## src/rtl/dcache_ctrl_if.sv

```systemverilog
// Core-side and memory-side handshake bundle for dcache_ctrl.
// Latency: n/a (wires only).
// Backpressure: the core is held by o_stall; the memory completes each beat with i_mem_ack.
// Signal names keep the cache's own point of view (i_ = into cache, o_ = out of cache).
// Modports: slave = cache side, master = core/memory side.
`timescale 1ns/1ps
interface dcache_ctrl_if #(
    parameter int BUS_WIDTH      = 32,
    parameter int MEM_ADDR_WIDTH = 10
);
    // core side
    logic                      i_rd_en;
    logic                      i_wr_en;
    logic [MEM_ADDR_WIDTH-1:0] i_addr;
    logic [BUS_WIDTH-1:0]      i_wdata;
    logic [BUS_WIDTH-1:0]      o_rdata;
    logic                      o_stall;
    // memory side
    logic                      o_mem_req;
    logic                      o_mem_we;
    logic [MEM_ADDR_WIDTH-1:0] o_mem_addr;
    logic [BUS_WIDTH-1:0]      o_mem_wdata;
    logic                      i_mem_ack;
    logic [BUS_WIDTH-1:0]      i_mem_rdata;

    modport slave (
        input  i_rd_en, i_wr_en, i_addr, i_wdata, i_mem_ack, i_mem_rdata,
        output o_rdata, o_stall, o_mem_req, o_mem_we, o_mem_addr, o_mem_wdata
    );

    modport master (
        output i_rd_en, i_wr_en, i_addr, i_wdata, i_mem_ack, i_mem_rdata,
        input  o_rdata, o_stall, o_mem_req, o_mem_we, o_mem_addr, o_mem_wdata
    );
endinterface

```

## src/rtl/dcache_ctrl.sv

```systemverilog
// Direct-mapped write-through / no-write-allocate data cache controller.
// Latency: read hit is combinational (0 cycles); a miss costs 1 + WORDS_PER_BLOCK beats; a store holds until the memory ack.
// Backpressure: o_stall holds the core during refills and stores; memory paces each beat with i_mem_ack.
//
// Ports: i_clk, i_aresetn (async active-low); bus (dcache_ctrl_if.slave) carries the core
// load/store request, o_rdata/o_stall, and the single-beat memory request/ack channel.
// Optional build macro DCACHE_PERF_CNT_EN adds saturating 32-bit o_hit_cnt / o_miss_cnt.
`timescale 1ns/1ps
module dcache_ctrl #(
    parameter int BUS_WIDTH       = 32,
    parameter int INDEX_SIZE      = 5,
    parameter int WORDS_PER_BLOCK = 4,
    parameter int MEM_ADDR_WIDTH  = 10
) (
    input  logic               i_clk,
    input  logic               i_aresetn,
    dcache_ctrl_if.slave       bus
`ifdef DCACHE_PERF_CNT_EN
    ,
    output logic [31:0]        o_hit_cnt,
    output logic [31:0]        o_miss_cnt
`endif
);

    localparam int OFFSET_W = $clog2(WORDS_PER_BLOCK);
    localparam int TAG_SIZE = MEM_ADDR_WIDTH - INDEX_SIZE - OFFSET_W;
    localparam int LINES    = 1 << INDEX_SIZE;

    typedef enum logic [1:0] {
        IDLE   = 2'd0,
        REFILL = 2'd1,
        WRITE  = 2'd2
    } state_t;

    state_t                    state_q;
    logic [OFFSET_W-1:0]       beat_q;
    logic [MEM_ADDR_WIDTH-1:0] addr_q;
    logic [BUS_WIDTH-1:0]      wdata_q;
    logic [LINES-1:0]          valid_q;
    logic                      mem_req_q;
    logic                      mem_we_q;

    // Tag and data arrays carry no reset; valid_q alone qualifies their contents.
    logic [TAG_SIZE-1:0]       tag_mem  [LINES];
    logic [BUS_WIDTH-1:0]      data_mem [LINES][WORDS_PER_BLOCK];

    // Live request fields
    logic [TAG_SIZE-1:0]       req_tag;
    logic [INDEX_SIZE-1:0]     req_index;
    logic [OFFSET_W-1:0]       req_off;
    // Latched request fields
    logic [TAG_SIZE-1:0]       lat_tag;
    logic [INDEX_SIZE-1:0]     lat_index;
    logic [OFFSET_W-1:0]       lat_off;

    assign req_tag   = bus.i_addr[MEM_ADDR_WIDTH-1 -: TAG_SIZE];
    assign req_index = bus.i_addr[OFFSET_W +: INDEX_SIZE];
    assign req_off   = bus.i_addr[OFFSET_W-1:0];
    assign lat_tag   = addr_q[MEM_ADDR_WIDTH-1 -: TAG_SIZE];
    assign lat_index = addr_q[OFFSET_W +: INDEX_SIZE];
    assign lat_off   = addr_q[OFFSET_W-1:0];

    logic req_hit;
    logic lat_hit;
    logic rd_hit_idle;
    logic rd_miss_idle;
    logic last_beat;

    assign req_hit      = valid_q[req_index] && (tag_mem[req_index] == req_tag);
    assign lat_hit      = valid_q[lat_index] && (tag_mem[lat_index] == lat_tag);
    // A store in the same cycle wins, so the load is only considered when i_wr_en is low.
    assign rd_hit_idle  = (state_q == IDLE) && !bus.i_wr_en && bus.i_rd_en &&  req_hit;
    assign rd_miss_idle = (state_q == IDLE) && !bus.i_wr_en && bus.i_rd_en && !req_hit;
    assign last_beat    = &beat_q;

    // Core-facing outputs are combinational so a hit returns data in the request cycle.
    always_comb begin
        logic stall;
        stall = 1'b0;
        case (state_q)
            IDLE:    stall = bus.i_wr_en || rd_miss_idle;
            REFILL:  stall = 1'b1;
            WRITE:   stall = !bus.i_mem_ack;  // release the core on the ack cycle itself
            default: stall = 1'b0;
        endcase
        // Stall must drop the moment reset is applied, not at the next edge.
        bus.o_stall = stall && i_aresetn;
        bus.o_rdata = rd_hit_idle ? data_mem[req_index][req_off] : '0;
    end

    assign bus.o_mem_req   = mem_req_q;
    assign bus.o_mem_we    = mem_we_q;
    assign bus.o_mem_addr  = (state_q == REFILL) ? {lat_tag, lat_index, beat_q} : addr_q;
    assign bus.o_mem_wdata = wdata_q;

    // Control FSM with registered memory request qualifiers.
    always_ff @(posedge i_clk or negedge i_aresetn) begin
        if (!i_aresetn) begin
            state_q   <= IDLE;
            beat_q    <= '0;
            addr_q    <= '0;
            wdata_q   <= '0;
            valid_q   <= '0;
            mem_req_q <= 1'b0;
            mem_we_q  <= 1'b0;
        end else begin
            case (state_q)
                IDLE: begin
                    if (bus.i_wr_en) begin
                        addr_q    <= bus.i_addr;
                        wdata_q   <= bus.i_wdata;
                        mem_req_q <= 1'b1;
                        mem_we_q  <= 1'b1;
                        state_q   <= WRITE;
                    end else if (rd_miss_idle) begin
                        addr_q    <= bus.i_addr;
                        beat_q    <= '0;
                        mem_req_q <= 1'b1;
                        mem_we_q  <= 1'b0;
                        state_q   <= REFILL;
                    end
                end
                REFILL: begin
                    if (bus.i_mem_ack) begin
                        beat_q <= beat_q + 1'b1;
                        if (last_beat) begin
                            valid_q[lat_index] <= 1'b1;
                            mem_req_q          <= 1'b0;
                            state_q            <= IDLE;
                        end
                    end
                end
                WRITE: begin
                    if (bus.i_mem_ack) begin
                        mem_req_q <= 1'b0;
                        mem_we_q  <= 1'b0;
                        state_q   <= IDLE;
                    end
                end
                default: begin
                    mem_req_q <= 1'b0;
                    mem_we_q  <= 1'b0;
                    state_q   <= IDLE;
                end
            endcase
        end
    end

    // Array updates: refill beats fill the line; a store updates the line only if it is resident.
    always_ff @(posedge i_clk) begin
        if (state_q == REFILL && bus.i_mem_ack) begin
            data_mem[lat_index][beat_q] <= bus.i_mem_rdata;
            if (last_beat) begin
                tag_mem[lat_index] <= lat_tag;
            end
        end
        if (state_q == WRITE && bus.i_mem_ack && lat_hit) begin
            data_mem[lat_index][lat_off] <= wdata_q;
        end
    end

`ifdef DCACHE_PERF_CNT_EN
    logic [31:0] hit_cnt_q;
    logic [31:0] hit_cnt_d;
    logic [31:0] miss_cnt_q;
    logic [31:0] miss_cnt_d;

    // Saturating event counters; a held load that hits counts once per cycle it is presented.
    always_comb begin
        hit_cnt_d  = hit_cnt_q;
        miss_cnt_d = miss_cnt_q;
        if (rd_hit_idle && (hit_cnt_q != 32'hFFFF_FFFF)) begin
            hit_cnt_d = hit_cnt_q + 32'd1;
        end
        if (rd_miss_idle && (miss_cnt_q != 32'hFFFF_FFFF)) begin
            miss_cnt_d = miss_cnt_q + 32'd1;
        end
    end

    always_ff @(posedge i_clk or negedge i_aresetn) begin
        if (!i_aresetn) begin
            hit_cnt_q  <= '0;
            miss_cnt_q <= '0;
        end else begin
            hit_cnt_q  <= hit_cnt_d;
            miss_cnt_q <= miss_cnt_d;
        end
    end

    assign o_hit_cnt  = hit_cnt_q;
    assign o_miss_cnt = miss_cnt_q;
`endif

endmodule

```

## src/flat_wrapper.sv

```systemverilog
// flat-port wrapper written by rule: the top's interface ports become plain ports
module dcache_ctrl_flat 
#(
    parameter int BUS_WIDTH       = 32,
    parameter int INDEX_SIZE      = 5,
    parameter int WORDS_PER_BLOCK = 4,
    parameter int MEM_ADDR_WIDTH  = 10
)
  (i_clk, i_aresetn, bus_i_rd_en, bus_i_wr_en, bus_i_addr, bus_i_wdata, bus_i_mem_ack, bus_i_mem_rdata, bus_o_rdata, bus_o_stall, bus_o_mem_req, bus_o_mem_we, bus_o_mem_addr, bus_o_mem_wdata);
  dcache_ctrl_if #(.BUS_WIDTH(BUS_WIDTH), .MEM_ADDR_WIDTH(MEM_ADDR_WIDTH)) bus_i ();
  input  logic i_clk;
  input  logic i_aresetn;
  input wire logic [$bits(bus_i.i_rd_en)-1:0] bus_i_rd_en;
  input wire logic [$bits(bus_i.i_wr_en)-1:0] bus_i_wr_en;
  input wire logic [$bits(bus_i.i_addr)-1:0] bus_i_addr;
  input wire logic [$bits(bus_i.i_wdata)-1:0] bus_i_wdata;
  input wire logic [$bits(bus_i.i_mem_ack)-1:0] bus_i_mem_ack;
  input wire logic [$bits(bus_i.i_mem_rdata)-1:0] bus_i_mem_rdata;
  output wire logic [$bits(bus_i.o_rdata)-1:0] bus_o_rdata;
  output wire logic [$bits(bus_i.o_stall)-1:0] bus_o_stall;
  output wire logic [$bits(bus_i.o_mem_req)-1:0] bus_o_mem_req;
  output wire logic [$bits(bus_i.o_mem_we)-1:0] bus_o_mem_we;
  output wire logic [$bits(bus_i.o_mem_addr)-1:0] bus_o_mem_addr;
  output wire logic [$bits(bus_i.o_mem_wdata)-1:0] bus_o_mem_wdata;
  assign bus_i.i_rd_en = bus_i_rd_en;
  assign bus_i.i_wr_en = bus_i_wr_en;
  assign bus_i.i_addr = bus_i_addr;
  assign bus_i.i_wdata = bus_i_wdata;
  assign bus_i.i_mem_ack = bus_i_mem_ack;
  assign bus_i.i_mem_rdata = bus_i_mem_rdata;
  assign bus_o_rdata = bus_i.o_rdata;
  assign bus_o_stall = bus_i.o_stall;
  assign bus_o_mem_req = bus_i.o_mem_req;
  assign bus_o_mem_we = bus_i.o_mem_we;
  assign bus_o_mem_addr = bus_i.o_mem_addr;
  assign bus_o_mem_wdata = bus_i.o_mem_wdata;
  dcache_ctrl #(.BUS_WIDTH(BUS_WIDTH), .INDEX_SIZE(INDEX_SIZE), .WORDS_PER_BLOCK(WORDS_PER_BLOCK), .MEM_ADDR_WIDTH(MEM_ADDR_WIDTH)) u_core (.i_clk(i_clk), .i_aresetn(i_aresetn), .bus(bus_i));
endmodule
```

## config.mk

```make
export PLATFORM = sky130hd
export DESIGN_NAME = dcache_ctrl_flat
export DESIGN_NICKNAME = d
export VERILOG_FILES = /design/src/rtl/dcache_ctrl_if.sv /design/src/rtl/dcache_ctrl.sv /design/src/flat_wrapper.sv
export SDC_FILE = /design/constraint.sdc
export NUM_CORES = 2
export LEC_CHECK = 0
export ABC_AREA = 0
export BUFFER_PORTS_ARGS = -buffer_cell sky130_fd_sc_hd__buf_2
export CORE_MARGIN = 2
export CORE_UTILIZATION = 65
export CTS_CLUSTER_SIZE = 10
export DETAILED_ROUTE_END_ITERATION = 10
export PLACE_DENSITY_LB_ADDON = 0.15
export SLEW_MARGIN = 30
export SYNTH_ARGS = -nofsm -noshare
export SYNTH_HDL_FRONTEND = slang
export SYNTH_MEMORY_MAX_BITS = 65536
export SYNTH_SLANG_ARGS = --single-unit
```

## constraint.sdc

```tcl
create_clock -name i_clk -period 12.9 [get_ports i_clk]
set_clock_uncertainty 0.15 [all_clocks]
set_input_delay 0 -clock i_clk [delete_from_list [all_inputs] [get_ports i_clk]]
set_output_delay 0 -clock i_clk [all_outputs]
set_load 0.03 [all_outputs]
```

==> flow_metrics.py <==
metrics = {
    "status": {
        "status": "finished, violations left",
        "violations": "negative hold slack",
    },
    "placed_design": {
        "pre_cts_slack_ns": 6.91,
        "dp_hpwl_um": 254000,
        "placed_area_mm2": 0.172,
        "io_buffer_count": 155,
        "gp_congestion": 1.06,
        "dp.cells": 10200,
    },
    "global_route": {
        "gr-usage-all-layers_pct": 38.8,
        "first_global_vias": 83100,
        "grt_pass1_wl_um": 674000,
        "antenna_found_initial": 104,
        "grt-ovfl-total": 0,
        "grt_max_degree": 123,
    },
    "synthesis": {
        "async_reset_ff_share_pct": 1.87,
        "synth_top_area_share_pct": 75.8,
        "syn_area_per_cell_um2": 24.2,
        "syn_inst": 6849,
        "synthTopCellsByArea": "edfxtp_1, mux4_2, mux2_2",
        "syn_area_mm2": 0.166,
        "yosysWarnings": 0,
        "yosys-top-cells-count": "edfxtp_1, mux4_2, mux2_2",
        "yosysSeqAreaShare_pct": 77.0,
        "post-synth-top-count-cell": "edfxtp_1",
        "synth.distinct_cells": 50,
        "syn-num-nets": 6932,
        "synth-main-ff-cell": "edfxtp_1",
        "yosys.area.top_type": "edfxtp_1",
        "synth_seq_cells": 4272,
        "synth_edf_count": 4192,
    },
    "setup_path": {
        "critPathSlowestCell": "o22ai_1",
        "required_ns": 12.75,
        "cp-end-kind": "output pin",
        "cp_top_family": "buffers and inverters",
        "worst-path-buf-inv": 6,
        "cp-start-kind": "primary input",
        "crit_top_cell": "buf_12",
        "path_cells": "dlygate4sd3_1 > buf_12 > buf_12 > buf_4 > buf_12 > mux4_2 > mux4_2 > mux2_2 > o22ai_1 > nor3_2 > buf_2",
        "arrival_ns": 6.25,
        "cpPeakStageDelay_ns": 0.89,
        "crit_type": "primary input to output pin",
        "worst-path-max-fanout": 99,
    },
    "finish": {
        "fill_cells": 13300,
        "multi_input_area_mm2": 0.0375,
        "post-route-util_pct": 73.5,
        "nets": 7494,
        "syn_to_final_growth_pct": 12.5,
        "drive_above_1_share_pct": 35.6,
        "seq_area_mm2": 0.128,
        "fin_cells": 11100,
        "design_area_mm2": 0.187,
    },
    "power_and_ir_drop": {
        "pwr-share-comb_pct": 8.8,
        "p_leak_nw": 58.0,
        "p_switching_w": 0.00749,
        "seqPwrFrac_pct": 52.6,
        "internal_power_w": 0.0230,
        "vdd_drop_max_uv": 142,
        "p_per_area_mw_per_mm2": 164,
        "switching_share_pct": 24.5,
        "pwr-share-clk_pct": 38.6,
    },
    "timing": {
        "setup_violations": 0,
        "slew_headroom_pct": 23.5,
        "whs_ns": -0.00158,
        "setup_tns_ns": 0,
        "setup_ws_ns": 6.50,
        "worst_pin_slew_ns": 1.15,
        "max_freq_mhz": 156,
        "rsz0062_at_grt": "false",
        "layout_min_cycle_time_ns": 6.40,
        "hold_viol": 1,
        "finalMaxSlewViolations": 0,
        "finalCritPeriodShare_pct": 49.6,
    },
    "floorplanning": {
        "fp.dieH_um": 509,
        "rows": 185,
        "core_area_mm2": 0.254,
        "die_area_mm2": 0.260,
        "boundaryPins": 156,
        "die_w_um": 509,
        "start_util_pct": 65.3,
    },
    "drt": {
        "vias": 84900,
        "remaining_drc_errors": 0,
        "wirelength_um": 496000,
        "first_pass_iters": 7,
        "ant_nets": 0,
        "wire_per_inst_um": 44.7,
        "first_iter_violations": 15100,
        "vias_per_cell": 7.67,
    },
    "clocking": {
        "ctsHtreeMaxLevel": 5,
        "cts_setup_buffers": 0,
        "worst_skew_pair.late_latency_ns": 0.95,
        "cts_buffer_depth": 4,
        "clock-sinks": 4272,
        "path_clk_slew_ns": 0.06,
        "root_buffer": "clkbuf_16",
        "numCtsBuffers": 472,
        "cts_tree": "built",
    },
    "run": {
        "drv_cap": 0,
    },
    "worst_hold_path": {
        "min_path_type": "primary input to flip-flop",
    },
}
## through the flow
stage / power, W / hold WS (ns)
global route: 0.0311 / 0.00265
global placement: 0.0187 / -0.0694
finish: 0.0305 / -0.00158
CTS: 0.0304 / 0.0122
floorplan: 0.0173 / -0.446
detailed placement: 0.0187 / -0.0636
## worst min-delay path, cell delays in order
cell	delay, ns
buf_8	0.28
buf_12	0.38
nand3_1	0.16
nand3_1	0.08
## power by group through the flow
stage	Clock [W]	Sequential, W	Combinational [W]
global placement	0	0.0163	0.00242
floorplan	0	0.0160	0.00137
CTS	0.0118	0.0160	0.00256
global route	0.0123	0.0160	0.00272
detailed placement	0	0.0163	0.00246
finish	0.0118	0.0161	0.00269
## final cells by class
cell class	count	area share, %
Sequential cell	4272	68.5
Multi-Input combinational cell	2173	20.1
Clock buffer	630	6.70
Tap cell	3366	2.26
Timing Repair Buffer	488	2.10
Antenna cell	127	0.170
Clock inverter	19	0.169
Inverter	4	0.00804
## flip-flops by register name (all words and copies together) (netlist names)
signal                  flops
u_core.data_mem          4096
u_core.tag_mem             96
u_core.bus.o_mem_wdata     32
u_core.valid_q             32
u_core.addr_q              10
u_core.beat_q               2
u_core.state_q              2
u_core.bus.o_mem_req        1
u_core.bus.o_mem_we         1
## per-layer routing
layer	routed length, um	vias up	track usage [%]
met5	324	-	0.585
met1	161000	44500	51.7
met3	76700	1495	14.8
met4	33800	36	24.3
met2	224000	8164	54.8
li1	-	30700	-
## worst paths after layout
| kind | startpoint | end | slack [ns] | cells after the start |
|---|---|---|---|---|
| min in group asynchronous | i_aresetn | u_core.valid_q[10] | 0.11 | 4 |
| min | bus_i_addr[5] | u_core.addr_q[5] | -0.002 | 4 |
| max | bus_i_addr[2] | bus_o_rdata[26] | 6.50 | 11 |
| max reg2reg | u_core.addr_q[3] | u_core.data_mem[23][12] | 7.04 | 11 |
| max in group asynchronous | i_aresetn | u_core.bus.o_mem_wdata[27] | 11.70 | 4 |
| min reg2reg | u_core.valid_q[14] | u_core.valid_q[14] | 0.34 | 1 |
## timing repair
action	CTS	global route
hold buffers	133	1
resized for setup	0	0
hold endpoints to repair	2497	1
endpoints found under the setup margin	0	0
## cells by family after synthesis
kind of cell	synth area share, %
AOI/OAI and AO/OA	0.495
DFF	77.0
muxes	20.2
xor gates and xnor gates	0.0686
adders and majority gates	0.0301
and+or+nand+nor	1.17
buffers and inverters	0.988
## cells in the final DEF (no fill, tap or decap), types with 7 or more instances in the layout
master         netlist  layout
nor2_4               0     128
dlygate4sd3_1        0     133
nand3_1             25      25
or2_2               34      34
dfrtp_1             80      64
clkbuf_1           250     152
edfxtp_1          4192    4192
buf_4               11     181
mux2_2             291     291
a22oi_1             32      32
mux4_2            1326    1326
dfrtp_2              0      16
nor2b_1              9       9
nor3_2              30      30
xnor2_1              7       7
nand2b_1             8       7
diode_2              0     127
or3b_2              11      11
buf_12               0      10
mux2i_1             37      37
o22ai_1             64      64
nor2_1             173      45
nand2_1             53      53
clkbuf_16            0     477
buf_2               33     149
(Power assumes the default switching activity.)
